`src/rtl/multicycle_controller.sv`:
```
// Multi-cycle control unit: FETCH/DECODE/EXEC/MEM/WB sequencer with memory handshakes,
// instruction decode, memory-wait watchdog, halt/fault states and retired-instruction counter.
module multicycle_controller #(
  parameter int unsigned WAIT_LIMIT = 255,
  parameter int unsigned CNT_W      = 32,
  parameter logic [5:0]  HALT_OP    = 6'b111111
) (
  input  logic             clk,
  input  logic             rstn,
  input  logic [5:0]       opecode,
  input  logic [5:0]       funct,
  input  logic             zflag,
  input  logic             imem_ack,
  input  logic             dmem_ack,
  output logic             imem_req,
  output logic             ir_we,
  output logic             dmem_req,
  output logic             dmem_we,
  output logic [5:0]       alu_func,
  output logic             reorim,
  output logic [1:0]       cp_type,
  output logic             enbranch,
  output logic             write_reg,
  output logic             write_pc,
  output logic             write_lr,
  output logic             halted,
  output logic             fault,
  output logic [CNT_W-1:0] instret
);

  typedef enum logic [2:0] {
    S_IDLE, S_FETCH, S_DECODE, S_EXEC, S_MEM, S_WB, S_HALT, S_FAULT
  } state_t;

  localparam logic [5:0]  OP_RTYPE = 6'b000000;
  localparam logic [5:0]  OP_J     = 6'b000010;
  localparam logic [5:0]  OP_JAL   = 6'b000011;
  localparam logic [5:0]  OP_BEQ   = 6'b000100;
  localparam logic [5:0]  OP_BNE   = 6'b000101;
  localparam logic [5:0]  OP_ADDI  = 6'b001000;
  localparam logic [5:0]  OP_SLTI  = 6'b001010;
  localparam logic [5:0]  OP_ANDI  = 6'b001100;
  localparam logic [5:0]  OP_ORI   = 6'b001101;
  localparam logic [5:0]  OP_LW    = 6'b100011;
  localparam logic [5:0]  OP_SW    = 6'b101011;
  localparam logic [5:0]  FN_JR    = 6'b001000;
  localparam logic [15:0] WAIT_MAX = 16'(WAIT_LIMIT - 1);

  state_t           state_q, state_d;
  logic [15:0]      wait_q, wait_d;
  logic [5:0]       op_q, op_d;
  logic [5:0]       fn_q, fn_d;
  logic             enbranch_q, enbranch_d;
  logic [CNT_W-1:0] instret_q, instret_d;

  logic       is_branch, is_lw, is_sw, is_jal, is_jr;
  logic [5:0] dec_alu;
  logic       dec_reorim, dec_wreg;
  logic [1:0] dec_cp;

  always_comb begin
    is_branch  = (op_q == OP_BEQ) || (op_q == OP_BNE);
    is_lw      = (op_q == OP_LW);
    is_sw      = (op_q == OP_SW);
    is_jal     = (op_q == OP_JAL);
    is_jr      = (op_q == OP_RTYPE) && (fn_q == FN_JR);
    dec_alu    = 6'b000000;
    dec_reorim = 1'b0;
    dec_wreg   = 1'b0;
    dec_cp     = 2'b00;
    case (op_q)
      OP_RTYPE: begin dec_alu = fn_q; dec_wreg = !is_jr; dec_cp = is_jr ? 2'b01 : 2'b00; end
      OP_ADDI:  begin dec_alu = 6'b100000; dec_reorim = 1'b1; dec_wreg = 1'b1; end
      OP_ANDI:  begin dec_alu = 6'b100100; dec_reorim = 1'b1; dec_wreg = 1'b1; end
      OP_ORI:   begin dec_alu = 6'b100101; dec_reorim = 1'b1; dec_wreg = 1'b1; end
      OP_SLTI:  begin dec_alu = 6'b101010; dec_reorim = 1'b1; dec_wreg = 1'b1; end
      OP_BEQ,
      OP_BNE:   begin dec_alu = 6'b100010; dec_reorim = 1'b1; dec_cp = 2'b11; end
      OP_LW:    begin dec_alu = 6'b100000; dec_reorim = 1'b1; dec_wreg = 1'b1; end
      OP_SW:    begin dec_alu = 6'b100000; dec_reorim = 1'b1; end
      OP_J,
      OP_JAL:   dec_cp = 2'b10;
      default:  ;
    endcase
  end

  // An ack arriving on the last allowed wait cycle wins over the watchdog.
  always_comb begin
    state_d    = state_q;
    wait_d     = wait_q;
    op_d       = op_q;
    fn_d       = fn_q;
    enbranch_d = enbranch_q;
    instret_d  = instret_q;
    case (state_q)
      S_IDLE: begin
        state_d = S_FETCH;
        wait_d  = 16'd0;
      end
      S_FETCH: begin
        if (imem_ack)                state_d = S_DECODE;
        else if (wait_q == WAIT_MAX) state_d = S_FAULT;
        else                         wait_d  = wait_q + 16'd1;
      end
      S_DECODE: begin
        op_d       = opecode;
        fn_d       = funct;
        enbranch_d = 1'b0;
        state_d    = (opecode == HALT_OP) ? S_HALT : S_EXEC;
      end
      S_EXEC: begin
        if (is_branch) enbranch_d = zflag ^ op_q[0];
        wait_d  = 16'd0;
        state_d = (is_lw || is_sw) ? S_MEM : S_WB;
      end
      S_MEM: begin
        if (dmem_ack)                state_d = S_WB;
        else if (wait_q == WAIT_MAX) state_d = S_FAULT;
        else                         wait_d  = wait_q + 16'd1;
      end
      S_WB: begin
        instret_d  = instret_q + CNT_W'(1);
        wait_d     = 16'd0;
        enbranch_d = 1'b0;
        state_d    = S_FETCH;
      end
      default: ;
    endcase
  end

  always_ff @(posedge clk or negedge rstn) begin
    if (!rstn) begin
      state_q    <= S_IDLE;
      wait_q     <= 16'd0;
      op_q       <= 6'd0;
      fn_q       <= 6'd0;
      enbranch_q <= 1'b0;
      instret_q  <= '0;
    end else begin
      state_q    <= state_d;
      wait_q     <= wait_d;
      op_q       <= op_d;
      fn_q       <= fn_d;
      enbranch_q <= enbranch_d;
      instret_q  <= instret_d;
    end
  end

  // Decoded controls are only driven while the op register holds the current instruction.
  always_comb begin
    imem_req  = 1'b0;
    ir_we     = 1'b0;
    dmem_req  = 1'b0;
    dmem_we   = 1'b0;
    alu_func  = 6'b000000;
    reorim    = 1'b0;
    cp_type   = 2'b00;
    write_reg = 1'b0;
    write_pc  = 1'b0;
    write_lr  = 1'b0;
    halted    = 1'b0;
    fault     = 1'b0;
    case (state_q)
      S_FETCH: begin
        imem_req = 1'b1;
        ir_we    = imem_ack;
      end
      S_EXEC, S_MEM, S_WB: begin
        alu_func = dec_alu;
        reorim   = dec_reorim;
        cp_type  = dec_cp;
        if (state_q == S_MEM) begin
          dmem_req = 1'b1;
          dmem_we  = is_sw;
        end
        if (state_q == S_WB) begin
          write_pc  = 1'b1;
          write_reg = dec_wreg;
          write_lr  = is_jal;
        end
      end
      S_HALT:  halted = 1'b1;
      S_FAULT: fault  = 1'b1;
      default: ;
    endcase
  end

  assign enbranch = enbranch_q;
  assign instret  = instret_q;

endmodule

```
`config.mk`:
```
export PLATFORM = sky130hd
export DESIGN_NAME = multicycle_controller
export DESIGN_NICKNAME = d
export VERILOG_FILES = /design/src/rtl/multicycle_controller.sv
export SDC_FILE = /design/constraint.sdc
export NUM_CORES = 1
export LEC_CHECK = 0
export BUFFER_PORTS_ARGS = -buffer_cell sky130_fd_sc_hd__clkbuf_2
export CORE_AREA = 2 2 81 83
export DETAILED_ROUTE_END_ITERATION = 8
export DIE_AREA = 0 0 83 85
export PLACE_DENSITY_LB_ADDON = 0.12
export SYNTH_ARGS = -nofsm -noshare
export SYNTH_HDL_FRONTEND = slang
export SYNTH_SLANG_ARGS = --single-unit
```
`constraint.sdc`:
```
create_clock -name clk -period 2.9 [get_ports clk]
set_input_delay 0.29 -clock clk [delete_from_list [all_inputs] [get_ports clk]]
set_output_delay 0.29 -clock clk [all_outputs]
set_load 0.005 [all_outputs]
```
**Yosys cells after proc, flatten, opt, wreduce, memory -nomap -nowiden**

Index checks and enable logic that the tools add are counted.
W data, S select, Z words.

- Add/subtract/negate cells: 2
- Eq/ne operators: 23
- Muxes and demuxes: 34
- Bitwise operators: 1
- Reduce and logical (&&, ||, !) cells: 20

Operators by type and width:

| cell | count |
|---|---|
| $mux W16 | 3 |
| $pmux W16 S3 | 1 |
| $pmux W6 S6 | 1 |
| $add A32 B1 Y32 const B | 1 |
| $eq A6 B4 Y1 const B | 5 |
| $mux W1 | 19 |
| $eq A6 B6 Y1 const B | 3 |
| $add A16 B1 Y16 const B | 1 |
| $eq A16 B8 Y1 const B | 1 |
| $pmux W3 S5 | 1 |
| $eq A3 B3 Y1 const B | 4 |
| $eq A6 B2 Y1 const B | 2 |
| $eq A6 B3 Y1 const B | 2 |
| $mux W3 | 4 |
| $reduce_or A3 Y1 | 3 |
| $reduce_or A2 Y1 | 4 |
| $reduce_or A8 Y1 | 1 |
| $eq A3 B2 Y1 const B | 2 |
| $logic_not A6 Y1 | 1 |
| $mux W6 | 1 |
| $ne A2 B2 Y1 const B | 3 |
| $pmux W2 S3 | 1 |
| $reduce_bool A5 Y1 | 1 |
| $reduce_or A5 Y1 | 1 |
| 12 further kinds | 14 |

- Flip-flop bits (word level): 64
- Input port bits: 17
- Output and inout port bits: 51
- Word-level logic and storage cells: 86

**Logic depth before layout (Yosys ltp)**

Gate-level depths: netlist of run 1.

- Depth after elaboration: 6
- Depth in mapped cells: 7
- Mapped depth without buffers: 6

**Worst setup path after synthesis of run 1**

No wires, ideal clock.

- Kind: register -> output
- Start point: register op_q[0]
- End point: output port write_reg
- Data arrival time: 1.641 ns
- Data required time: 2.610 ns
- Slack: 0.969 ns
- Cell stages (with the launch flop): 6
- Path buffers: 1
- Cells stage by stage: dfrtp_1 > clkbuf_1 > or3b_2 > or2_2 > a31o_2 > a21oi_1

- Word-level cells in the longest chain between the ends: 6

Ends and longest elaborated chain:

| element | RTL line | RTL |
|---|---|---|
| start: declaration | 51 | `logic [5:0] op_q, op_d;` |
| start signal: assignment | 142 | `op_q <= op_d;` |
| branches (longest 3 deep; another with $eq A6 B6 Y1) | n/a |  |
| $pmux W1 S2 (*) | 71 | `case (op_q)` |
| $mux W1 (*) | 176 | `if (state_q == S_WB) begin` |
| $mux W1 (*) | 163 | `case (state_q)` |
| end: declaration | 23 | `output logic write_reg,` |

Every way passes the cells marked *.

**Worst setup path after layout of run 1**

- Start point: register op_q[3]
- End point: output port write_reg

Same word-level chain as after synthesis.

==> flow_summary.json, run 1 <==
{
  "synth_top_area_cell": "dfrtp_1",
  "synth-edff-count": 0,
  "ir_worst_vdd_mv": 0.647,
  "fin_setup_tns_ps": 0,
  "viasPerCell": 5.80,
  "layout_setup_ws_ps": 467,
  "place_congestion": 0.866,
  "finalHoldViolCount": 3,
  "io_pins": 68,
  "grt_pass1_wl_um": 12500,
  "dp_hpwl_um": 5300,
  "slew_headroom": 0.498,
  "track_usage": 0.222,
  "drc": 0,
  "final-setup-viol-count": 0,
  "grt_setup_unrepaired": "no",
  "port_buffers": 67,
  "clock_latency_ps": 340,
  "tightest_slew_ps": 753,
  "ys_ff_latch": 64,
  "synth_area_leaders": "dfrtp_1 46%, xnor2_1 6.0%, nand2_1 4.1%, mux2_2 3.9%, nor4_1 2.9%",
  "synth-async-reset-ratio": 1.00,
  "seq_area_frac_synth": 0.457,
  "synth_flop_cell": "dfrtp_1",
  "die_h_um": 85,
  "layout.nets": 436,
  "cts-resized-gates": 0,
  "fin_crit_sh": 0.839,
  "num_antenna_cells": 0,
  "yosysMostFrequentCell": "dfrtp_1",
  "failed_checks": "negative hold slack",
  "syn_nets": 374,
  "cp.arrival_ps": 2140,
  "end_kind": "output pin",
  "drive_above_1_share": 0.247,
  "drv_slew": 0,
  "cts.sink_count": 64,
  "critPathKind": "flip-flop to output pin",
  "grt_max_degree": 37,
  "fin_hold_ws_ps": -4.01,
  "clk_path_buf_depth": 2,
  "std_cell_rows": 29,
  "antenna_found_initial": 0,
  "htreeDepth": 3,
  "syn_area_per_cell_um2": 9.90,
  "cts-root-buf": "clkbuf_8",
  "outcome": "finished with violations",
  "power_density_nw_per_um2": 774,
  "netlist_instances": 354,
  "overflow": 0,
  "worstPathMaxFanout": 11,
  "worstPathRequired_ps": 2610,
  "syn_to_final_growth_pct": 17.1,
  "drt_first_iter_violations": 92,
  "vias": 2888,
  "wl_um": 7410,
  "maxCapViolations": 0,
  "die_w_um": 83,
  "clk_pin_slew_ps": 70,
  "syn-cell-area_um2": 3510,
  "hold_buffers": 0,
  "p_leak_nw": 1.81,
  "ys_warn_count": 0,
  "dieArea_um2": 7060,
  "yosys-top-cells-count": "64 x dfrtp_1, 38 x nand2_1, 24 x xnor2_1",
  "place_ws_ps": 675,
  "post_cts_buffers": 0,
  "hp-class": "input pin to async pin",
  "grt_pass1_vias": 2664,
  "core_area_um2": 6200,
  "synth_top_area_share": 0.457,
  "maxClockFrequency_ghz": 0.411,
  "yosysUniqueCellTypes": 52,
  "dr.pass1.iters": 4,
  "worstSetupStartpointType": "flip-flop",
  "cts_tree": "yes",
  "drtAntennaViolNets": 0,
  "finalCriticalPeriod_ps": 2430,
  "routedWlPerCell_um": 14.9,
  "cts_inserted_buffers": 9,
  "start_util": 0.565,
  "skew_ps": 7.90
}
## critical path, stage by stage, from the launching register on
cell and delay, ps:
dfrtp_1 540, or3b_2 480, or2_2 280, a31o_2 240
a21oi_1 130, clkbuf_2 140
## flip-flops by register name, summed over array words and instances, names as in the netlist
signal,flops
enbranch,1
op_q,6
fn_q,6
wait_q,16
state_q,3
instret,32
## worst paths after layout
kind	cells past startpoint	slack, ps	start	endpoint
min in group clk	2	180	funct[4]	fn_q[4]$_DFFE_PN0P_
worst max register to register	4	650	state_q[2]$_DFFE_PN0P_	wait_q[11]$_DFFE_PN0P_
worst max-delay path	5	470	op_q[3]$_DFFE_PN0P_	write_reg
max in group asynchronous	2	2260	rstn	wait_q[10]$_DFFE_PN0P_
worst min register to register	1	470	instret[31]$_DFFE_PN0P_	instret[31]$_DFFE_PN0P_
worst min-delay path	1	-4	rstn	instret[25]$_DFFE_PN0P_
## stage by stage
step                 util  cells  total power (W)  cell area (um^2)  hold WS, ps
finish              0.661    498          0.00317              4100        -4.01
global route        0.661    498          0.00340              4100         54.1
CTS                 0.661    498          0.00319              4100         12.9
detailed placement  0.626    482          0.00232              3880          390
global placement    0.626    482          0.00229              3880          394
floorplan               -    354          0.00206              3510        -5.59
## cell usage in the layout (no fill, tap or decap), types with 2 or more instances in the layout
| master | synthesis | layout |
|---|---|---|
| a21oi_1 | 15 | 15 |
| and2_1 | 7 | 7 |
| and3_1 | 5 | 5 |
| and4_1 | 7 | 7 |
| bufinv_16 | 0 | 2 |
| clkbuf_2 | 0 | 67 |
| clkbuf_8 | 0 | 10 |
| clkinvlp_4 | 0 | 2 |
| dfrtp_1 | 64 | 64 |
| ha_1 | 3 | 3 |
| inv_1 | 8 | 8 |
| mux2_2 | 12 | 12 |
| mux2i_1 | 8 | 8 |
| nand2_1 | 38 | 38 |
| nand2b_1 | 13 | 13 |
| nand3_1 | 17 | 17 |
| nand3b_1 | 2 | 2 |
| nand4_1 | 14 | 14 |
| nand4b_1 | 2 | 2 |
| nor2_1 | 12 | 12 |
| nor2b_1 | 3 | 3 |
| nor3_1 | 7 | 7 |
| nor4_1 | 16 | 16 |
| nor4b_1 | 2 | 2 |
| o211ai_1 | 2 | 2 |
| o21a_1 | 2 | 2 |
| o21ai_0 | 3 | 3 |
| o31a_1 | 2 | 2 |
| o31ai_1 | 7 | 7 |
| or2_2 | 3 | 3 |
| or3_1 | 4 | 4 |
| or4_1 | 6 | 6 |
| xnor2_1 | 24 | 24 |
| xor2_1 | 10 | 10 |
## per-layer routing
layer | GRT usage | share of wire
met3 | 0.0506 | 0.054
met4 | 0.0924 | 0.015
met5 | 0 | 0
met2 | 0.342 | 0.47
met1 | 0.306 | 0.47
## kinds of logic (layout without fill, tap and decap cells)
kind of cell    after synthesis  count (layout)  synth area share
simple gates                167             167             0.279
flops                        64              64             0.457
compound gates               41              41            0.0771
xor+xnor                     34              34            0.0849
buf+inv                      25              92            0.0300
mux                          20              20            0.0614
fa+ha+maj                     3               3            0.0107
## cell type report
class                   count  area [um^2]
multi-input cells         265         1800
well taps                  77         96.3
fillers                   538         2100
inverters                   8         30.0
clock buffers              11          141
flip-flops and latches     64         1600
clock inverters             5         80.1
repair buffers             68          355
## report_power, final
| group | internal (W) | total, W | switching, W | leakage (nW) |
|---|---|---|---|---|
| sequential | 0.00105 | 0.00135 | 0.000304 | 0.855 |
| combinational | 0.000431 | 0.000959 | 0.000528 | 0.852 |
| clock | 0.000506 | 0.000861 | 0.000355 | 0.106 |
| total | 0.00199 | 0.00317 | 0.00119 | 1.81 |
(Power assumes the default switching activity.)
==> run 2, diff against run 1 <==
Settings changed: CORE_AREA 2 2 81 83 to 2 2 87 89, DIE_AREA 0 0 83 85 to 0 0 89 91.
Clock period 2.9 ns to 2.03 ns, I/O delays scaled along.
==> flow_summary.json, run 2 (synthesis results as in run 1) <==
{
  "cp_slowest_cell": "dfrtp_1",
  "fin_crit_sh": 1.05,
  "drv_slew": 0,
  "finalCriticalPeriod_ps": 2120,
  "ir_worst_vdd_mv": 0.624,
  "skew_ps": 8.58,
  "layout_setup_ws_ps": -93.4,
  "p_comb_frac": 0.394,
  "drtAntennaViolNets": 0,
  "wl_um": 8050,
  "maxClockFrequency_ghz": 0.471,
  "grt_max_degree": 65,
  "std_cell_rows": 31,
  "tightest_slew_ps": 552,
  "cts-root-buf": "clkbuf_8",
  "final_cell_mix": "64 x clkbuf_2, 62 x dfrtp_1, 38 x nand2_1",
  "worstSetupStartpointType": "flip-flop",
  "reg2regPathDepth": 6,
  "final_common_cell": "clkbuf_2",
  "io_pins": 68,
  "grt_pass1_vias": 2821,
  "post-place-cells": 520,
  "place_congestion": 0.819,
  "slew_headroom": 0.629,
  "drc": 0,
  "p_leak_nw": 1.93,
  "p_sw_w": 0.00186,
  "largest_register_ffs": 32,
  "dieArea_um2": 8100,
  "worstHoldStart": "funct[2]",
  "cts.sink_count": 64,
  "worstPathMaxFanout": 6,
  "hold_depth": 2,
  "drive_above_1_share": 0.302,
  "track_usage": 0.206,
  "clk_pin_slew_ps": 70,
  "switching_share": 0.372,
  "finalHoldViolCount": 0,
  "overflow": 0,
  "maxCapViolations": 0,
  "dp_hpwl_um": 5540,
  "cts_tree": "yes",
  "end_kind": "output pin",
  "port_buffers": 67,
  "num_antenna_cells": 0,
  "clk_path_buf_depth": 2,
  "routedWlPerCell_um": 14.8,
  "syn_to_final_growth_pct": 24.1,
  "failed_checks": "negative setup slack",
  "slowest_delay_ps": 420,
  "r2r-start": "wait_q[0]$_DFFE_PN0P_",
  "clock_latency_ps": 340,
  "final-setup-viol-count": 7,
  "path_cells": "buf_6 > or3_4 > nor4_4 > buf_4 > nand4b_1 > a21oi_1 > buf_2",
  "start_util": 0.491,
  "hp-class": "input pin to flip-flop",
  "antenna_found_initial": 0,
  "fin_setup_tns_ps": -262,
  "layout.nets": 458,
  "core_area_um2": 7140,
  "grt_setup_unrepaired": "yes",
  "clkPwrFrac": 0.248,
  "worstPathRequired_ps": 1830,
  "viasPerCell": 5.51,
  "power_density_nw_per_um2": 1150,
  "critPathKind": "flip-flop to output pin",
  "htreeDepth": 3,
  "outcome": "finished with violations",
  "place_ws_ps": 80.6,
  "power_frac_seq": 0.358,
  "die_h_um": 91,
  "fin_hold_ws_ps": 92.5,
  "fin_util": 0.609,
  "die_w_um": 89,
  "cp.arrival_ps": 1920,
  "intPower_w": 0.00315,
  "dr.pass1.iters": 5,
  "vias": 2989,
  "startpoint": "op_q[5]$_DFFE_PN0P_",
  "drt_first_iter_violations": 70,
  "finalNonFillerCells": 542,
  "cts_inserted_buffers": 9,
  "grt_pass1_wl_um": 13200
}
-- run 2: changes by cell type in the layout (fill, tap and decap cells not counted), sizes merged --
cell / before / now
buf: 1 / 25
clkbuf: 78 / 75
dlygate4sd3: 0 / 1
-- run 2: final timing paths --
| kind | slack, ps | end |
|---|---|---|
| max reg2reg | 100 | wait_q[2]$_DFFE_PN0P_ |
| min reg2reg | 470 | instret[31]$_DFFE_PN0P_ |
| max in group asynchronous | 1300 | op_q[2]$_DFFE_PN0P_ |
| min in group asynchronous | 400 | instret[25]$_DFFE_PN0P_ |
| max | -90 | cp_type[0] |
| min | 90 | fn_q[2]$_DFFE_PN0P_ |
-- run 2: stage by stage --
stage          area [um^2]  total power, W
3_5_place_dp          4030         0.00360
2_1_floorplan         3510         0.00294
6_report              4350         0.00501
3_3_place_gp          4030         0.00356
5_1_grt               4350         0.00534
4_1_cts               4320         0.00496
-- run 2: routing by layer --
layer	routed length (um)	vias up	global-route usage
met3	375	19	0.0318
li1	-	1464	-
met5	0	-	0
met4	204	0	0.0933
met1	3690	1423	0.280
met2	3780	83	0.322
-- run 2: power groups by stage --
stage          combinational, W  clock [W]  sequential [W]
2_1_floorplan           0.00125          0         0.00169
3_3_place_gp            0.00177          0         0.00179
3_5_place_dp            0.00180          0         0.00180
4_1_cts                 0.00192    0.00126         0.00178
5_1_grt                 0.00219    0.00133         0.00183
6_report                0.00197    0.00124         0.00179
-- run 2: critical path: cells and delay by family (launching register included) --
kind                   cells  cell delay, ps
AO/OA/AOI/OAI              1             160
buffers and inverters      3             440
flip-flops                 1             420
AND/OR/NAND/NOR            3             560
-- run 2: area by class of cell --
cell class	count	area, um^2
flip-flops and latches	64	1600
inverters	8	30.0
fillers	655	2790
clock buffers	11	141
multi-input cells	265	1840
repair buffers	90	527
clock inverters	5	80.1
well taps	99	124
-- run 2: what timing repair did --
action	CTS	global route
pin swaps	1	1
setup endpoints to repair	10	12
gates resized for setup	6	10
cloned	0	0
setup buffers	5	0
endpoints found under the hold margin	64	0
hold buffers	1	0
